## src/rtl/keypad_pkg.sv

```systemverilog
// +-----------------------------------------------------------------------------
// | keypad_pkg : shared types, key map and pattern decode for keypad_hex_scan
// | Rev 1.0 - initial release
// +-----------------------------------------------------------------------------
`default_nettype none

package keypad_pkg;

   typedef enum logic [1:0] {
      SCAN      = 2'd0,
      PRESS_DEB = 2'd1,
      HELD      = 2'd2,
      REL_DEB   = 2'd3
   } state_t;

   typedef struct packed {
      logic       valid;
      logic [1:0] idx;
   } onehot_idx_t;

   // Indexed by {row_idx, col_idx}; matches the legend printed on the keypad.
   localparam logic [3:0] KEY_MAP [16] = '{
      4'h1, 4'h2, 4'h3, 4'hA,
      4'h4, 4'h5, 4'h6, 4'hB,
      4'h7, 4'h8, 4'h9, 4'hC,
      4'h0, 4'hF, 4'hE, 4'hD
   };

   // Decodes an active-low pattern; valid only when exactly one bit is low.
   function automatic onehot_idx_t onehot_low_to_idx(input logic [3:0] pattern);
      onehot_idx_t res;
      res = '0;
      case (pattern)
         4'b1110: res = '{valid: 1'b1, idx: 2'd0};
         4'b1101: res = '{valid: 1'b1, idx: 2'd1};
         4'b1011: res = '{valid: 1'b1, idx: 2'd2};
         4'b0111: res = '{valid: 1'b1, idx: 2'd3};
         default: res = '0;
      endcase
      return res;
   endfunction

endpackage

`default_nettype wire

```

## src/rtl/keypad_hex_scan_sync2.sv

```systemverilog
// +-----------------------------------------------------------------------------
// | sync2 : two-flop synchronizer with a selectable reset value
// | Rev 1.0 - initial release
// +-----------------------------------------------------------------------------
`default_nettype none

module sync2 #(
   parameter int               WIDTH     = 4,
   parameter logic [WIDTH-1:0] RESET_VAL = '1
) (
   input  logic             clk,
   input  logic             reset,
   input  logic [WIDTH-1:0] d,
   output logic [WIDTH-1:0] q
);

   logic [WIDTH-1:0] meta_q;
   logic [WIDTH-1:0] sync_q;

   always_ff @(posedge clk) begin
      if (reset) begin
         meta_q <= RESET_VAL;
         sync_q <= RESET_VAL;
      end else begin
         meta_q <= d;
         sync_q <= meta_q;
      end
   end

   assign q = sync_q;

endmodule

`default_nettype wire

```

## src/rtl/keypad_hex_scan.sv

```systemverilog
// +-----------------------------------------------------------------------------
// | keypad_hex_scan : 4x4 matrix keypad column scanner with press/release debounce
// | Rev 1.0 - initial release
// +-----------------------------------------------------------------------------
`default_nettype none

module keypad_hex_scan
   import keypad_pkg::*;
#(
   parameter int CLK_FREQ_HZ      = 12000000,
   parameter int SCAN_HZ          = 1000,
   parameter int DEBOUNCE_TIME_MS = 10
) (
   input  logic       clk,
   input  logic       reset,
   input  logic [3:0] row,
   output logic [3:0] col,
   output logic [3:0] key_code,
   output logic       key_valid,
   output logic       key_held
);

   localparam int SCAN_TICKS = CLK_FREQ_HZ / SCAN_HZ;
   localparam int DEB_TICKS  = (CLK_FREQ_HZ / 1000) * DEBOUNCE_TIME_MS;
   localparam int MAX_TICKS  = (SCAN_TICKS > DEB_TICKS) ? SCAN_TICKS : DEB_TICKS;
   localparam int CNT_W      = $clog2(MAX_TICKS + 1);

   localparam logic [CNT_W-1:0] SCAN_LAST = CNT_W'(SCAN_TICKS - 1);
   localparam logic [CNT_W-1:0] DEB_LAST  = CNT_W'(DEB_TICKS - 1);
   localparam logic [CNT_W-1:0] CNT_ONE   = CNT_W'(1);

   logic [3:0] rs;

   state_t     state_q,    state_d;
   logic [CNT_W-1:0] cnt_q, cnt_d;
   logic [3:0] col_q,      col_d;
   logic [3:0] pat_q,      pat_d;
   logic [3:0] key_code_q, key_code_d;
   logic       key_valid_q, key_valid_d;
   logic       key_held_q, key_held_d;

   logic        rs_idle;
   logic [3:0]  col_next;
   onehot_idx_t row_dec;
   onehot_idx_t col_dec;

   sync2 #(
      .WIDTH     (4),
      .RESET_VAL (4'b1111)
   ) u_row_sync (
      .clk   (clk),
      .reset (reset),
      .d     (row),
      .q     (rs)
   );

   always_ff @(posedge clk) begin
      if (reset) begin
         state_q     <= SCAN;
         cnt_q       <= '0;
         col_q       <= 4'b1110;
         pat_q       <= 4'b1111;
         key_code_q  <= '0;
         key_valid_q <= 1'b0;
         key_held_q  <= 1'b0;
      end else begin
         state_q     <= state_d;
         cnt_q       <= cnt_d;
         col_q       <= col_d;
         pat_q       <= pat_d;
         key_code_q  <= key_code_d;
         key_valid_q <= key_valid_d;
         key_held_q  <= key_held_d;
      end
   end

   always_comb begin
      state_d     = state_q;
      cnt_d       = cnt_q;
      col_d       = col_q;
      pat_d       = pat_q;
      key_code_d  = key_code_q;
      key_valid_d = 1'b0;
      key_held_d  = key_held_q;

      rs_idle  = (rs == 4'b1111);
      col_next = {col_q[2:0], col_q[3]};
      row_dec  = onehot_low_to_idx(pat_q);
      col_dec  = onehot_low_to_idx(col_q);

      case (state_q)
         SCAN: begin
            // Rows are only looked at on the last dwell cycle so the
            // freshly driven column has settled through the synchronizer.
            if (cnt_q == SCAN_LAST) begin
               cnt_d = '0;
               if (rs_idle) begin
                  col_d = col_next;
               end else begin
                  pat_d   = rs;
                  state_d = PRESS_DEB;
               end
            end else begin
               cnt_d = cnt_q + CNT_ONE;
            end
         end

         PRESS_DEB: begin
            if (rs != pat_q) begin
               state_d = SCAN;
               cnt_d   = '0;
            end else if (cnt_q == DEB_LAST) begin
               state_d = HELD;
               cnt_d   = '0;
               // Multi-row patterns are ghosts: park in HELD without reporting.
               if (row_dec.valid && col_dec.valid) begin
                  key_code_d  = KEY_MAP[{row_dec.idx, col_dec.idx}];
                  key_valid_d = 1'b1;
                  key_held_d  = 1'b1;
               end
            end else begin
               cnt_d = cnt_q + CNT_ONE;
            end
         end

         HELD: begin
            if (rs_idle) begin
               state_d = REL_DEB;
               cnt_d   = '0;
            end
         end

         REL_DEB: begin
            if (!rs_idle) begin
               state_d = HELD;
               cnt_d   = '0;
            end else if (cnt_q == DEB_LAST) begin
               key_held_d = 1'b0;
               col_d      = col_next;
               state_d    = SCAN;
               cnt_d      = '0;
            end else begin
               cnt_d = cnt_q + CNT_ONE;
            end
         end

         default: begin
            state_d = SCAN;
            cnt_d   = '0;
         end
      endcase
   end

   assign col       = col_q;
   assign key_code  = key_code_q;
   assign key_valid = key_valid_q;
   assign key_held  = key_held_q;

endmodule

`default_nettype wire

```

## config.mk

```make
export PLATFORM = sky130hd
export DESIGN_NAME = keypad_hex_scan
export DESIGN_NICKNAME = d
export VERILOG_FILES = /design/src/rtl/keypad_pkg.sv /design/src/rtl/keypad_hex_scan_sync2.sv /design/src/rtl/keypad_hex_scan.sv
export SDC_FILE = /design/constraint.sdc
export NUM_CORES = 1
export LEC_CHECK = 0
export BUFFER_PORTS_ARGS = -buffer_cell sky130_fd_sc_hd__buf_2
export CAP_MARGIN = 15
export CELL_PAD_IN_SITES_DETAIL_PLACEMENT = 0
export CELL_PAD_IN_SITES_GLOBAL_PLACEMENT = 1
export CORE_ASPECT_RATIO = 0.7
export CORE_MARGIN = 2
export CORE_UTILIZATION = 41
export CTS_CLUSTER_DIAMETER = 60
export DETAILED_ROUTE_END_ITERATION = 7
export GPL_TIMING_DRIVEN = 1
export PLACE_DENSITY = 0.82
export SETUP_SLACK_MARGIN = 0.15
export SYNTH_ARGS = -nofsm -noshare
export SYNTH_HDL_FRONTEND = slang
export SYNTH_HIERARCHICAL = 1
export SYNTH_SLANG_ARGS = --single-unit
```

## constraint.sdc

```tcl
create_clock -name clk -period 2.5 [get_ports clk]
set_clock_uncertainty 0.1 [all_clocks]
set_input_delay 0.75 -clock clk [delete_from_list [all_inputs] [get_ports clk]]
set_output_delay 0.75 -clock clk [all_outputs]
set_load 0.01 [all_outputs]
```

=== Word level (Yosys, flattened, before mapping) ===
Memories as Yosys holds them, arrays and structs flattened. A register that Yosys moved wholly into a read port is not among the register bits.
Index checks and enable logic that the tools add are counted.

* Output and inout port bits: 10
* Input port bits: 6
* Memories kept: 1
* Flip-flop bits (word level): 37
* ROM bits: 64
* Word-level logic and storage cells: 79

* Add/sub/neg operators: 1
* Equal/unequal tests: 26
* Muxes and demuxes: 28
* Bitwise logic cells: 5
* Reduce and logical (&&, ||, !) cells: 10

{| class="wikitable"
|+ Memory list
! name !! words !! bits a word !! read ports !! clocked after Yosys merged registers in !! wr ports !! RTL line !! source
|-
| (name not given) || 16 || 4 || 1 || 1 || 0 || keypad_hex_scan.sv:117 || <nowiki>key_code_d = KEY_MAP[{row_dec.idx, col_dec.idx}];</nowiki>
|}

{| class="wikitable"
|+ Operator list
! kind !! count
|-
| $mux 17 || 5
|-
| $pmux 17 s4 || 1
|-
| $eq 4x4->1 const B || 7
|-
| $pmux 3 s4 || 2
|-
| $ne 2x2->1 const B || 9
|-
| $add 17x1->17 const B || 1
|-
| $eq 17x14->1 const B || 1
|-
| $eq 17x17->1 const B || 1
|-
| $mux 4 || 4
|-
| $mux 2 || 7
|-
| $reduce_and 5->1 || 2
|-
| $eq 4x3->1 const B || 2
|-
| $pmux 2 s4 || 1
|-
| $pmux 4 s2 || 1
|-
| $mux 1 || 6
|-
| $ne 3x3->1 const B || 2
|-
| $reduce_and 6->1 || 1
|-
| $not 4->5 || 1
|-
| $eq 2x2->1 const B || 2
|-
| $ne 4x4->1 || 1
|-
| $not 1->1 || 4
|-
| $reduce_and 4->1 || 1
|-
| $reduce_bool 2->1 || 2
|-
| $reduce_or 4->1 || 1
|-
| other kinds (5) || 5
|}

=== Logic depth before layout (Yosys ltp) ===
* Depth after elaboration: 7
* Mapped depth: 9
* Gate-level depth less buffers: 8

=== Modules after synthesis ===
Netlist, hierarchy kept.

{| class="wikitable"
|+ By module, submodules not included
! module !! cells each !! seq. area each (um2) !! area an instance (um2) !! times used
|-
| keypad_hex_scan || 216 || 660.6 || 1883.1 || 1
|-
| sync2 || 16 || 160.2 || 210.2 || 1
|}

=== Worst setup path before layout ===
Ideal clock, no wire load.

* Path kind: register -> register
* From: register cnt_q[0]
* To: register cnt_q[0]
* Setup time: 115 ps
* Path buffers: 2
* Slack: 46 ps
* Data arrival time: 2239 ps
* Clock period less this slack: 2454 ps
* Cell stages (with the launch flop): 9
* Cells stage by stage: dfxtp_1 -> ha_1 -> nand4_2 -> or3b_4 -> or4_1 -> buf_6 -> a31oi_4 -> buf_6 -> nor2_1

* Longest elaborated chain between the ends: 4

{| class="wikitable"
|+ Ends and longest elaborated chain
! element !! RTL line !! source
|-
| start: declaration || keypad_hex_scan.sv:35 || <nowiki>logic [CNT_W-1:0] cnt_q, cnt_d;</nowiki>
|-
| start signal: assignment || keypad_hex_scan.sv:68 || <nowiki>cnt_q <= cnt_d;</nowiki>
|-
| $add 17x1->17 / $eq 17x17->1 (equally long branches) || -- ||
|-
| $mux 17 || keypad_hex_scan.sv:112, keypad_hex_scan.sv:137 ||
|-
| $mux 17, on equally long branches || keypad_hex_scan.sv:134, keypad_hex_scan.sv:109 ||
|-
| $pmux 17 s4 * || keypad_hex_scan.sv:91 || <nowiki>case (state_q)</nowiki>
|}

Every way passes the cells marked *; elsewhere a longest branch is shown, timed or not.
A chain may end at the register's enable or synchronous reset.

=== Worst setup path after layout ===
* From: register cnt_q[1]
* To: register key_code_q[0], in the netlist key_code[0]

* Longest elaborated chain between the ends: 2

{| class="wikitable"
|+ Ends and longest elaborated chain
! element !! RTL line !! source
|-
| $eq 17x17->1 || keypad_hex_scan.sv:112 || <nowiki>end else if (cnt_q == DEB_LAST) begin</nowiki>
|-
| $reduce_and 4->1 (no line) || -- ||
|-
| end: declaration || keypad_hex_scan.sv:38 || <nowiki>logic [3:0] key_code_q, key_code_d;</nowiki>
|}

Every way passes these cells.

==> metrics.md <==
| Metric | Value |
|---|---|
| Place WS | `roughly 0.03 ns` |
| I/O Buffers | `15` |
| Routed wl met2 | `1592 um` |
| Fillers | `approximately 470` |
| Clk_lat worst skew | `0.30 ns` |
| Ports | `16` |
| Routability cong. | `roughly 0.79` |
| DRT iter0 DRCs | `between 100 and 150` |
| Synthesis warning total | `6` |
| Fin util | `51.30%` |
| Fmax | `between 400 and 500 MHz` |
| Outcome | `finished clean` |
| Mean Syn Cell Area | `~9 sq um` |
| FF-to-FF End | `key_code[0]$_SDFFE_PP0P_` |
| Critical path's largest stage delay | `roughly 0.59 ns` |
| Core area | `between 4000 and 5000 sq um` |
| Post-synth ARST share | `0%` |
| Unrepaired setup endpoints after global routing | `true` |
| Area contributors post-synth | `dfxtp_1 (39%), mux2i_1 (6.7%), xor2_1 (5.0%)` |
| Number of remaining DRC errors | `0` |
| Hold_buf cts | `0` |
| Setup violations, final | `0` |
| WL final | `roughly 4200 um` |
| Mapped cell area | `between 2000 and 2500 sq um` |
| Post-route ant nets | `0` |
| FF+latch area | `~830 sq um` |
| Initial Utilization | `between 40 and 50%` |
| Hold WS | `between 0.3 and 0.4 ns` |
| Worst Setup Path Type | `reg2reg` |
| Share of the synthesized area in the top cell type | `about two fifths` |
| Die Wd | `between 80 and 90 um` |
| Post-place instance area | `2300 sq um` |
| Vias per cell | `5.073` |
| Die span in y | `around 64 um` |
| Met3 wire length | `roughly 240 um` |
| WHS Path Cells | `1` |
| Post-synth EDFFs | `0` |
| CTS sink count | `41` |
| Origin of the critical flop-to-flop path | `cnt_q[1]$_SDFFE_PP0P_` |
| Vias | `between 1500 and 2000` |
| Routed length per instance | `12.74 um` |
| PwrDens | `between 400 and 500 nW/um^2` |
| Share of layout cells above drive strength 1 | `between 20% and 30%` |
| CTS root buf | `clkbuf_8` |
| 1st-pass router iterations | `5` |
| Global-route wire length before repair | `7134 um` |
| Dpl cells | `between 300 and 400` |
| Fin crit period | `around 2.3 ns` |
| Sink of the worst hold path | `u_row_sync/q[0]$_SDFF_PP1_` |
| Fin. max-slew vios | `0` |
| Largest area contributor in the netlist | `dfxtp_1` |
| Count of cell types in the netlist | `52` |
| Net Count, Synth | `~240` |
| Final non-filler cell total | `331` |
| Leakage power | `just under 1 nW` |
| Ant diodes | `0` |
| Final hold vios | `0` |
| Final Cycle Share | `around 94%` |
| Multi-input logic area | `between 1000 and 1500 sq um` |
| Startpoint Class | `flop` |
| Sequential cell area fraction in the yosys report | `39.21%` |
| Top sig layer | `met4` |
| DP HPWL | `3077 um` |
| Max IR drop VDD | `0.2635 mV` |
| Worst path cell trace | `ha_4 -> nand4_4 -> or3b_4 -> or4_4 -> nor3_4 -> buf_4 -> mux2i_1` |
| Worst Path Arrival | `between 2 and 2.5 ns` |
| Setup crit end kind | `flop` |
| Slowest-stage cell, CP | `or4_4` |
| Full die area | `~5700 sq um` |
| GR Overflow Total | `0` |
| Max-Slew Margin vs Limit | `between 60% and 70%` |
| Prevailing post-synth register cell | `dfxtp_1` |
| Reg clk slew, reported paths | `about 0.09 ns` |
| GRT Overall Usage | `between 15 and 20%` |
| FF+latch count, synth | `41` |
| Layout overhead on the synthesized area | `19.13%` |
| Hold Path Class | `reg2reg` |
| CTS tree | `done` |
| Min-delay src | `u_row_sync/meta_q[0]$_SDFF_PP1_` |
| FP Rows | `21` |
| FF-to-FF setup slack | `0.16 ns` |
| Setup WS post-layout | `between 0.15 and 0.2 ns` |
| Final net count | `272` |
| Pin count of the biggest net entering global routing | `18` |
| Final setup TNS | `0 ns` |
| Total of max-cap violations | `0` |
| Clock buffer count from CTS | `5` |
| Vias in the first global route | `between 1000 and 1500` |
| Cells on worst reg2reg path | `7` |
| Initial antenna violation count | `0` |
| Total Power | `~1.2 mW` |
| WP data required | `between 2 and 3 ns` |
| Synthesized instance count | `approximately 230` |
| Final instance area | `between 2000 and 2500 sq um` |
| Maximum clock path buffer count | `2` |
| Met1 Routed Length | `about 2400 um` |
| CP Max Fanout | `5` |
| Worst-Margin Slew | `roughly 0.47 ns` |
| H-tree depth | `2` |
==> worst max-delay path: cells and delay by family, from the launching register on <==
| family | cells | cell delay (ns) |
|---|---|---|
| flops | 1 | 0.36 |
| fa+ha+maj | 1 | 0.14 |
| mux | 1 | 0.16 |
| simple gates | 4 | 1.33 |
| buf+inv | 1 | 0.17 |
==> cell usage after synthesis (3+ instances only) <==
library cell   n
dfxtp_1       41
nand2_1       27
nor2_1        27
mux2i_1       14
xor2_1        12
xnor2_1       10
nand3_1        8
or2_1          8
clkbuf_1       7
ha_1           5
inv_1          5
nand4_1        5
nand4b_1       5
o21ai_0        5
a21oi_1        4
and3_1         4
nand2b_1       4
nor2b_1        3
==> report_power, final <==
part / leakage (nW) / switching [mW] / total, mW / internal [mW]
Clock: 0.0495 / 0.257 / 0.464 / 0.207
Combinational: 0.599 / 0.0331 / 0.0640 / 0.0309
Sequential: 0.335 / 0.00813 / 0.671 / 0.663
==> state kept, by name (all words and copies together) (netlist names), 2 cells and up <==
| signal | cells |
|---|---|
| key_code | 4 |
| u_row_sync/q | 4 |
| pat_q | 4 |
| cnt_q | 17 |
| u_row_sync/meta_q | 4 |
| state_q | 2 |
| col | 4 |
==> layout by cell type, fill, tap and decap left out, types with 8 or more instances in the layout <==
cell and count:
xor2_1 12, dfxtp_1 38, nand2_1 27, or2_1 8
mux2i_1 14, xnor2_1 10, nand3_1 8, buf_2 15
nor2_1 27, buf_4 15
==> logic make-up after synthesis <==
family                   Yosys count  share of synthesized area [%]
AND/OR/NAND/NOR                  109                          28.75
buffers and inverters             16                          3.646
AO/OA/AOI/OAI                     25                          9.504
XOR/XNOR                          22                          9.205
multiplexers                      14                          6.694
adder cells (fa/ha/maj)            5                          2.989
flip-flops                        41                          39.21
==> worst max path at each step <==
stage / from / endpoint / slack (ns) / cells past startpoint
6_report: cnt_q[1]$_SDFFE_PP0P_ / key_code[0]$_SDFFE_PP0P_ / 0.16 / 7
5_1_grt: cnt_q[1]$_SDFFE_PP0P_ / key_code[0]$_SDFFE_PP0P_ / 0.07 / 7
4_1_cts: cnt_q[0]$_SDFFE_PP0P_ / key_code[2]$_SDFFE_PP0P_ / 0.15 / 6
3_5_place_dp: cnt_q[1]$_SDFFE_PP0P_ / key_code[2]$_SDFFE_PP0P_ / 0.03 / 6
3_3_place_gp: cnt_q[1]$_SDFFE_PP0P_ / key_code[0]$_SDFFE_PP0P_ / 0.12 / 6
2_1_floorplan: cnt_q[1]$_SDFFE_PP0P_ / key_code[0]$_SDFFE_PP0P_ / 0.16 / 7
==> metal layers <==
metal | up-vias | track usage [%]
li1 | 866 | -
met1 | 775 | 27.74
met2 | 34 | 19.35
met3 | 4 | 4.264
met4 | 0 | 3.358
met5 | - | 0
==> timing repair <==
item                                    CTS  global route
hold endpoints to repair                  0             0
pin swaps                                 4             6
gates resized for setup                   5             4
buffers inserted                          6             2
endpoints found under the setup margin    5            26
==> final cells by class <==
type / count / share of cell area (%)
tap: 69 / 3.462
timing repair buffer: 32 / 8.781
multi-input combinational: 175 / 49.77
clock buffer: 5 / 2.760
sequential: 41 / 33.27
inverter: 6 / 0.9032
clock inverter: 3 / 1.054
(Power assumes the default switching activity.)
